File: src/rtl/stack_pointer_unit.sv
// Stack pointer / occupancy tracker for PUSH/POP in EXE; issues one registered
// word address per stack operation to MEM and parks in ERR on overflow, underflow or push+pop.
module stack_pointer_unit #(
  parameter int unsigned           ADDR_WIDTH  = 32,
  parameter logic [ADDR_WIDTH-1:0] STACK_BASE  = 32'h0000_0400,
  parameter int unsigned           STACK_DEPTH = 64,
  parameter int unsigned           WORD_BYTES  = 4
) (
  input  logic                               clk,
  input  logic                               rst,
  input  logic                               valid_in,
  input  logic                               push_in,
  input  logic                               pop_in,
  input  logic                               freeze,
  input  logic                               flush,
  input  logic                               err_clear,
  output logic [ADDR_WIDTH-1:0]              sp,
  output logic [$clog2(STACK_DEPTH+1)-1:0]   depth,
  output logic [ADDR_WIDTH-1:0]              mem_addr,
  output logic                               mem_op_valid,
  output logic                               mem_op_push,
  output logic                               ovf,
  output logic                               udf,
  output logic                               illegal,
  output logic                               err
);

  localparam int unsigned DW = $clog2(STACK_DEPTH + 1);
  localparam logic [DW-1:0]         FULL = DW'(STACK_DEPTH);
  localparam logic [ADDR_WIDTH-1:0] STEP = ADDR_WIDTH'(WORD_BYTES);

  typedef enum logic {RUN, ERR} state_t;

  state_t                state_q, state_d;
  logic [ADDR_WIDTH-1:0] sp_q, sp_d;
  logic [DW-1:0]         depth_q, depth_d;
  logic [ADDR_WIDTH-1:0] mem_addr_q, mem_addr_d;
  logic                  mem_op_valid_q, mem_op_valid_d;
  logic                  mem_op_push_q, mem_op_push_d;
  logic                  ovf_q, ovf_d;
  logic                  udf_q, udf_d;
  logic                  illegal_q, illegal_d;
  logic                  req;

  always_ff @(posedge clk or negedge rst) begin
    if (!rst) begin
      state_q        <= RUN;
      sp_q           <= STACK_BASE;
      depth_q        <= '0;
      mem_addr_q     <= '0;
      mem_op_valid_q <= 1'b0;
      mem_op_push_q  <= 1'b0;
      ovf_q          <= 1'b0;
      udf_q          <= 1'b0;
      illegal_q      <= 1'b0;
    end else begin
      state_q        <= state_d;
      sp_q           <= sp_d;
      depth_q        <= depth_d;
      mem_addr_q     <= mem_addr_d;
      mem_op_valid_q <= mem_op_valid_d;
      mem_op_push_q  <= mem_op_push_d;
      ovf_q          <= ovf_d;
      udf_q          <= udf_d;
      illegal_q      <= illegal_d;
    end
  end

  always_comb begin
    req            = valid_in & (push_in | pop_in);
    state_d        = state_q;
    sp_d           = sp_q;
    depth_d        = depth_q;
    mem_addr_d     = mem_addr_q;
    mem_op_valid_d = mem_op_valid_q;
    mem_op_push_d  = mem_op_push_q;
    ovf_d          = ovf_q;
    udf_d          = udf_q;
    illegal_d      = illegal_q;

    // Flush outranks freeze: it kills the pending MEM op even when stalled.
    if (flush) begin
      mem_op_valid_d = 1'b0;
    end else if (!freeze) begin
      mem_op_valid_d = 1'b0;
      unique case (state_q)
        RUN: begin
          if (req) begin
            if (push_in && pop_in) begin
              illegal_d = 1'b1;
              state_d   = ERR;
            end else if (push_in) begin
              if (depth_q == FULL) begin
                ovf_d   = 1'b1;
                state_d = ERR;
              end else begin
                sp_d           = sp_q - STEP;
                mem_addr_d     = sp_q - STEP;
                mem_op_push_d  = 1'b1;
                mem_op_valid_d = 1'b1;
                depth_d        = depth_q + DW'(1);
              end
            end else begin
              if (depth_q == '0) begin
                udf_d   = 1'b1;
                state_d = ERR;
              end else begin
                sp_d           = sp_q + STEP;
                mem_addr_d     = sp_q;
                mem_op_push_d  = 1'b0;
                mem_op_valid_d = 1'b1;
                depth_d        = depth_q - DW'(1);
              end
            end
          end
        end
        ERR: begin
          if (err_clear) begin
            ovf_d     = 1'b0;
            udf_d     = 1'b0;
            illegal_d = 1'b0;
            state_d   = RUN;
          end
        end
        default: state_d = RUN;
      endcase
    end
  end

  assign sp           = sp_q;
  assign depth        = depth_q;
  assign mem_addr     = mem_addr_q;
  assign mem_op_valid = mem_op_valid_q;
  assign mem_op_push  = mem_op_push_q;
  assign ovf          = ovf_q;
  assign udf          = udf_q;
  assign illegal      = illegal_q;
  assign err          = (state_q == ERR);

endmodule

File: config.mk
export PLATFORM = sky130hd
export DESIGN_NAME = stack_pointer_unit
export DESIGN_NICKNAME = d
export VERILOG_FILES = /design/src/rtl/stack_pointer_unit.sv
export SDC_FILE = /design/constraint.sdc
export NUM_CORES = 1
export LEC_CHECK = 0
export CORE_AREA = 4 4 115 117
export CTS_BUF_LIST = sky130_fd_sc_hd__clkbuf_8
export DETAILED_ROUTE_END_ITERATION = 10
export DIE_AREA = 0 0 119 121
export GPL_TIMING_DRIVEN = 1
export PLACE_DENSITY = 0.61
export REMOVE_ABC_BUFFERS = 1
export SYNTH_ARGS = -nofsm -noshare
export SYNTH_HDL_FRONTEND = slang
export SYNTH_SLANG_ARGS = --single-unit
File: constraint.sdc
create_clock -name clk -period 5.6 [get_ports clk]
set_input_delay 0.56 -clock clk [delete_from_list [all_inputs] [get_ports clk]]
set_output_delay 0.56 -clock clk [all_outputs]
set_load 0.01 [all_outputs]
## Word level (Yosys, flattened, before mapping)

Index checks and enable logic that the tools add are counted.

| word-level totals | value |
|---|---|
| bits in registers | 77 |
| bits in writable memories | 0 |
| memory bits (read-only) | 0 |
| latch bits | 0 |
| memories | 0 |

| operators by class | value |
|---|---|
| bitwise logic cells | 6 |
| equality and inequality tests | 12 |
| divide/modulo/power cells | 0 |
| shift operators | 0 |
| multiplexer cells | 40 |
| multiply operators | 0 |
| order comparisons | 0 |
| reductions and logical operators | 7 |
| add/sub/neg operators | 4 |

Operator list:

| cell | count |
|---|---|
| 32-bit two-way mux | 5 |
| 32-bit by 3-bit adder with 32-bit output (second input constant) | 1 |
| 32-bit by 3-bit subtractor with 32-bit output (second input constant) | 1 |
| 1-bit two-way mux | 28 |
| 7-bit two-way mux | 3 |
| 7-bit AND reduction | 3 |
| 2-bit != test (second input constant) | 10 |
| 1-bit case mux with 2 select lines | 4 |
| 7-bit by 1-bit adder with 7-bit output (second input constant) | 1 |
| 7-bit == test (second input constant) | 1 |
| 7-bit logical NOT | 1 |
| 7-bit by 1-bit subtractor with 7-bit output (second input constant) | 1 |
| 5-bit AND reduction | 1 |
| 1-bit inverter | 4 |
| 2-bit by 1-bit != test with 1-bit output (second input constant) | 1 |
| 2-bit AND reduction | 1 |
| 1-bit bitwise AND | 1 |
| 1-bit logical AND | 1 |
| 1-bit OR | 1 |

## Depth between registers and ports, before layout

| depth | value |
|---|---|
| depth after elaboration | 8 |
| depth in mapped cells | 9 |
| gate-level depth less buffers | 8 |

## Worst setup path before layout

No wires, ideal clock.

| path | value |
|---|---|
| kind | in2reg |
| from | input push_in |
| to | register depth_q[5] (netlist: depth[5]) |
| setup time | 0.133 ns |
| data required time | 5.467 ns |
| slack | 3.183 ns |
| path buffers | 1 |
| stages on the path | 9 |
| arrival time | 2.284 ns |
| cells stage by stage | inv_1 -> clkbuf_1 -> ha_1 -> a21o_1 -> a21o_1 -> a21o_1 -> a21oi_1 -> xor2_1 -> o21ai_0 |

| between the ends | value |
|---|---|
| longest elaborated chain between the ends | 3 |
| elaborated cells on any way between the ends | 8 |
| those cells by class | eq/ne (2); mux (1); bitwise (3); reduce/logical (2) |

Ends and longest elaborated chain:

| item | line | text |
|---|---|---|
| start, declared | 12 | `input logic push_in,` |
| 1-bit OR / 1-bit logical AND (equally long branches) | 70, 89 |  |
| 1-bit bitwise AND / 1-bit inverter (equally long branches) | - |  |
| 7-bit AND reduction (no source line) | - |  |
| end signal, assigned | 59 | `depth_q <= depth_d;` |
| end, declared | 36 | `logic [DW-1:0] depth_q, depth_d;` |

Parallel ways exist; a longest one is shown, timed or not.
A chain may end at the register's enable or synchronous reset.

## Worst setup path in the final report

| path | value |
|---|---|
| from | input push_in |
| to | register sp_q[13] (netlist: sp[13]) |

| between the ends | value |
|---|---|
| longest elaborated chain between the ends | 3 |
| elaborated cells on any way between the ends | 8 |
| those cells by class | eq/ne (2); mux (1); bitwise (3); reduce/logical (2) |

Ends and longest elaborated chain:

| item | line | text |
|---|---|---|
| 1-bit OR / 1-bit logical AND (equally long branches) | 70, 89 |  |
| 1-bit bitwise AND / 1-bit inverter (equally long branches) | - |  |
| 7-bit AND reduction (no source line) | - |  |
| end signal, assigned | 58 | `sp_q <= sp_d;` |
| end, declared | 35 | `logic [ADDR_WIDTH-1:0] sp_q, sp_d;` |

Parallel ways exist; a longest one is shown, timed or not.

==> qor.yml <==
run_status:
  outcome: "complete, no violations"
critical_path:
  worst_r2r_endpoint: "sp[13]"
  critical_path_buf_inv_count: 3
  worst-path-stages: 7
  cp_data_arrival_time_ns: 3.67
  timing.critical_path.fanout_max: 60
  slowest_delay_ns: 0.86
  timing.critical_path.required_ns: 5.82
  critical_path_top_delay_cell: "or2_2"
  r2r-start: "depth[0]"
  startpoint_type: "input port"
  regToRegSetupSlack_ns: 2.53
  criticalPathCategory: "in -> reg"
  crit_path_end: "sp[13]"
  startpoint: "push_in"
  critical-path-top-delay-family: "buffers and inverters"
  timing.critical_path.to_type: "flip-flop"
  reg2regPathDepth: 7
  series_of_cell_instances_along_the_critical_path: "clkdlybuf4s50_1 -> inv_1 -> o21ai_1 -> or2_2 -> buf_4 -> a21oi_1 -> xor2_1"
synth:
  synth.yosys.seq_area_share: 0.4368
  synthDominantAreaCellType: "dfrtp_1"
  synth.area.mux_share: 0.002392
  share_of_synthesized_cell_area_in_full_adder_half_adder_and_majority_cells: 0.03169
  combinational_family_with_the_most_area_after_synthesis: "simple AND/OR/NAND/NOR gates"
  netlist.area_leader.share: 0.4305
  synth-simple-area-share: 0.2320
  synth_compound_area_frac: 0.1211
  synth_cells: 462
  synth_xor_xnor_area_share: 0.1277
  synth_enable_flop_cells: 0
  synth_area_um2: 4185
  synth_ff_type: "dfrtp_1"
  syn_avg_cell_area_um2: 9.059
  synth_area_leaders: "dfrtp_1 43%, xnor2_1 7.5%, nand2_1 6.3%, xor2_1 5.2%, o21ai_0 3.6%"
  postSynth.asyncResetShare: 1.000
  yosys_warnings: 0
  synth.lib_cells_used.distinct: 55
  synth-seq-cells: 73
grt:
  overall_global_routing_resource_usage: 0.1472
  grt_remaining_overflow: 0
  vias_in_the_first_global_route: 3333
  grt_first_pass_wirelength_um: 17100
  grt_start_max_net_pins: 74
  grt_antenna_before_repair: 0
cts:
  cts_buffers: 9
  tritoncts_clock_tree: "built"
  cts.htree.levels: 3
  postCtsResizedCells: 0
  cts_max_path_buffers: 2
  clock_sinks: 73
  insertion_delay_ns: 0.35
  cts_setup_buffers: 0
  cts.hold.buffers_added: 0
  cts_root_buffer: "clkbuf_8"
  cts.clk_slew.worst_paths_ns: 0.07
finish:
  commonest_cells_after_routing_fill_and_taps_aside: "79 x clkdlybuf4s50_1, 72 x dfrtp_1, 70 x nand2_1"
  area_growth_syn_to_layout_pct: 25.98
  post_route_cells_drive_above_1_share: 0.06286
  antenna-diode-count: 0
  most_common_cell_after_layout_fill_and_taps_aside: "clkdlybuf4s50_1"
  final_net_count: 538
floorplan:
  start_util: 0.3385
  floorplan.die_area_um2: 14400
  io-pin-count: 85
  floorplan.die.height_um: 121
  placementRows: 41
  core_area_um2: 12360
  die_x_um: 119
place:
  place.gp.congestion: 0.8905
  detailed_place_hpwl_um: 7305
  io_buffer_count: 80
detailed_routing:
  first_pass_iters: 4
  initialDrtViolationCount: 202
  drt-wirelength-per-cell_um: 14.67
  route.detailed.vias_per_inst: 4.891
  drt.antenna.violating_nets: 0
  drt_drc_violations_left: 0
  wirelength_um: 10220
  vias: 3409
flow_run:
  cap_viol_max_count: 0
sta:
  finalHoldViolCount: 0
  worst_pin_slew_ns: 1.058
  finalWorstPathRequiredPeriod_ns: 3.446
  slew_violations: 0
  setup-tns-final_ns: 0
  timing.clock.skew_ns: 0.009106
  final_min_period_over_clock_period: 0.6153
  fmax_ghz: 0.2902
  setup_viol_count_final: 0
  rsz_0062_raised_after_global_routing: "false"
  timing.max_slew.rel_slack: 0.2945
power_and_ir_drop:
  power_leakage_nw: 2.123
  power_density_nw_per_um2: 498.1
  power_w: 0.002626
  vdd_drop_max_uv: 223.3
hold_path:
  hold_class: "in -> async"
-- how the worst min path moves through the flow --
stage          cells past startpoint           end         start
3_5_place_dp                       2   mem_addr[3]   mem_addr[3]
3_3_place_gp                       2  mem_addr[30]  mem_addr[30]
4_1_cts                            2  mem_addr[22]           rst
2_1_floorplan                      0      depth[0]           rst
6_report                           2  mem_addr[29]           rst
5_1_grt                            2        sp[19]           rst
-- per-stage QoR --
step / instance area (µm²) / cells / setup WS, ns / hold WS, ns / util
finish: 5273 / 697 / 2.154 / 0.4459 / 0.4265
global placement: 5050 / 681 / 1.813 / 0.4688 / 0.4085
floorplan: 4016 / 426 / 2.983 / 0.2644 / -
CTS: 5273 / 697 / 2.163 / 0.4747 / 0.4265
global route: 5273 / 697 / 1.851 / 0.5100 / 0.4265
detailed placement: 5050 / 681 / 1.739 / 0.4640 / 0.4085
-- state kept, by name, summed over array words and instances (netlist names) --
signal	count
depth	7
mem_op_push	1
err	1
sp	30
ovf	1
illegal	1
mem_addr	30
mem_op_valid	1
udf	1
-- logic make-up after synthesis --
logic type | Yosys count
XOR/XNOR | 61
AND/OR/NAND/NOR | 181
multiplexers | 1
adder cells (fa/ha/maj) | 10
buffers and inverters | 44
AO/OA/AOI/OAI | 91
flip-flops | 73
other | 1
-- power breakdown --
part	internal [W]	total (W)	switching, W
Combinational	0.000613	0.00118	0.000569
Clock	0.000271	0.000465	0.000194
Sequential	0.000711	0.000979	0.000268
-- Yosys cell counts, types with 2 or more instances --
cell type / count
ha_1: 9
nand2_1: 70
or3_1: 6
buf_2: 7
nor3_1: 13
a31oi_1: 3
nor4_2: 4
clkbuf_2: 2
clkbuf_1: 22
or2_2: 2
dfrtp_1: 72
nand3b_1: 2
nor2b_1: 5
nor4_1: 10
nand3_2: 2
and2_1: 2
buf_1: 3
and3_1: 9
o21ai_0: 30
a21o_1: 4
xnor2_1: 36
or4_1: 3
a41oi_1: 2
a21oi_1: 18
o21ai_1: 25
nand4_1: 7
nand3_1: 11
inv_1: 5
nor2_1: 20
xor2_1: 25
nand2b_1: 5
buf_4: 4
nor3_2: 2
-- area by class of cell --
class	instances	area, µm²
fill	1237	7091
multi-input combinational	348	2170
sequential	73	1828
timing repair buffer	83	818.3
tap	172	215.2
clock buffer	11	151.4
clock inverter	5	71.32
inverter	5	18.77
-- routing by layer --
metal	vias to the layer above	part of all wire	wire (µm)	track usage
met5	-	0	0	0
met4	0	0.010	102	0.04996
met3	10	0.050	514	0.03263
met2	92	0.46	4734	0.2300
met1	1610	0.48	4872	0.2024
li1	1697	-	-	-
(Power assumes the default switching activity.)
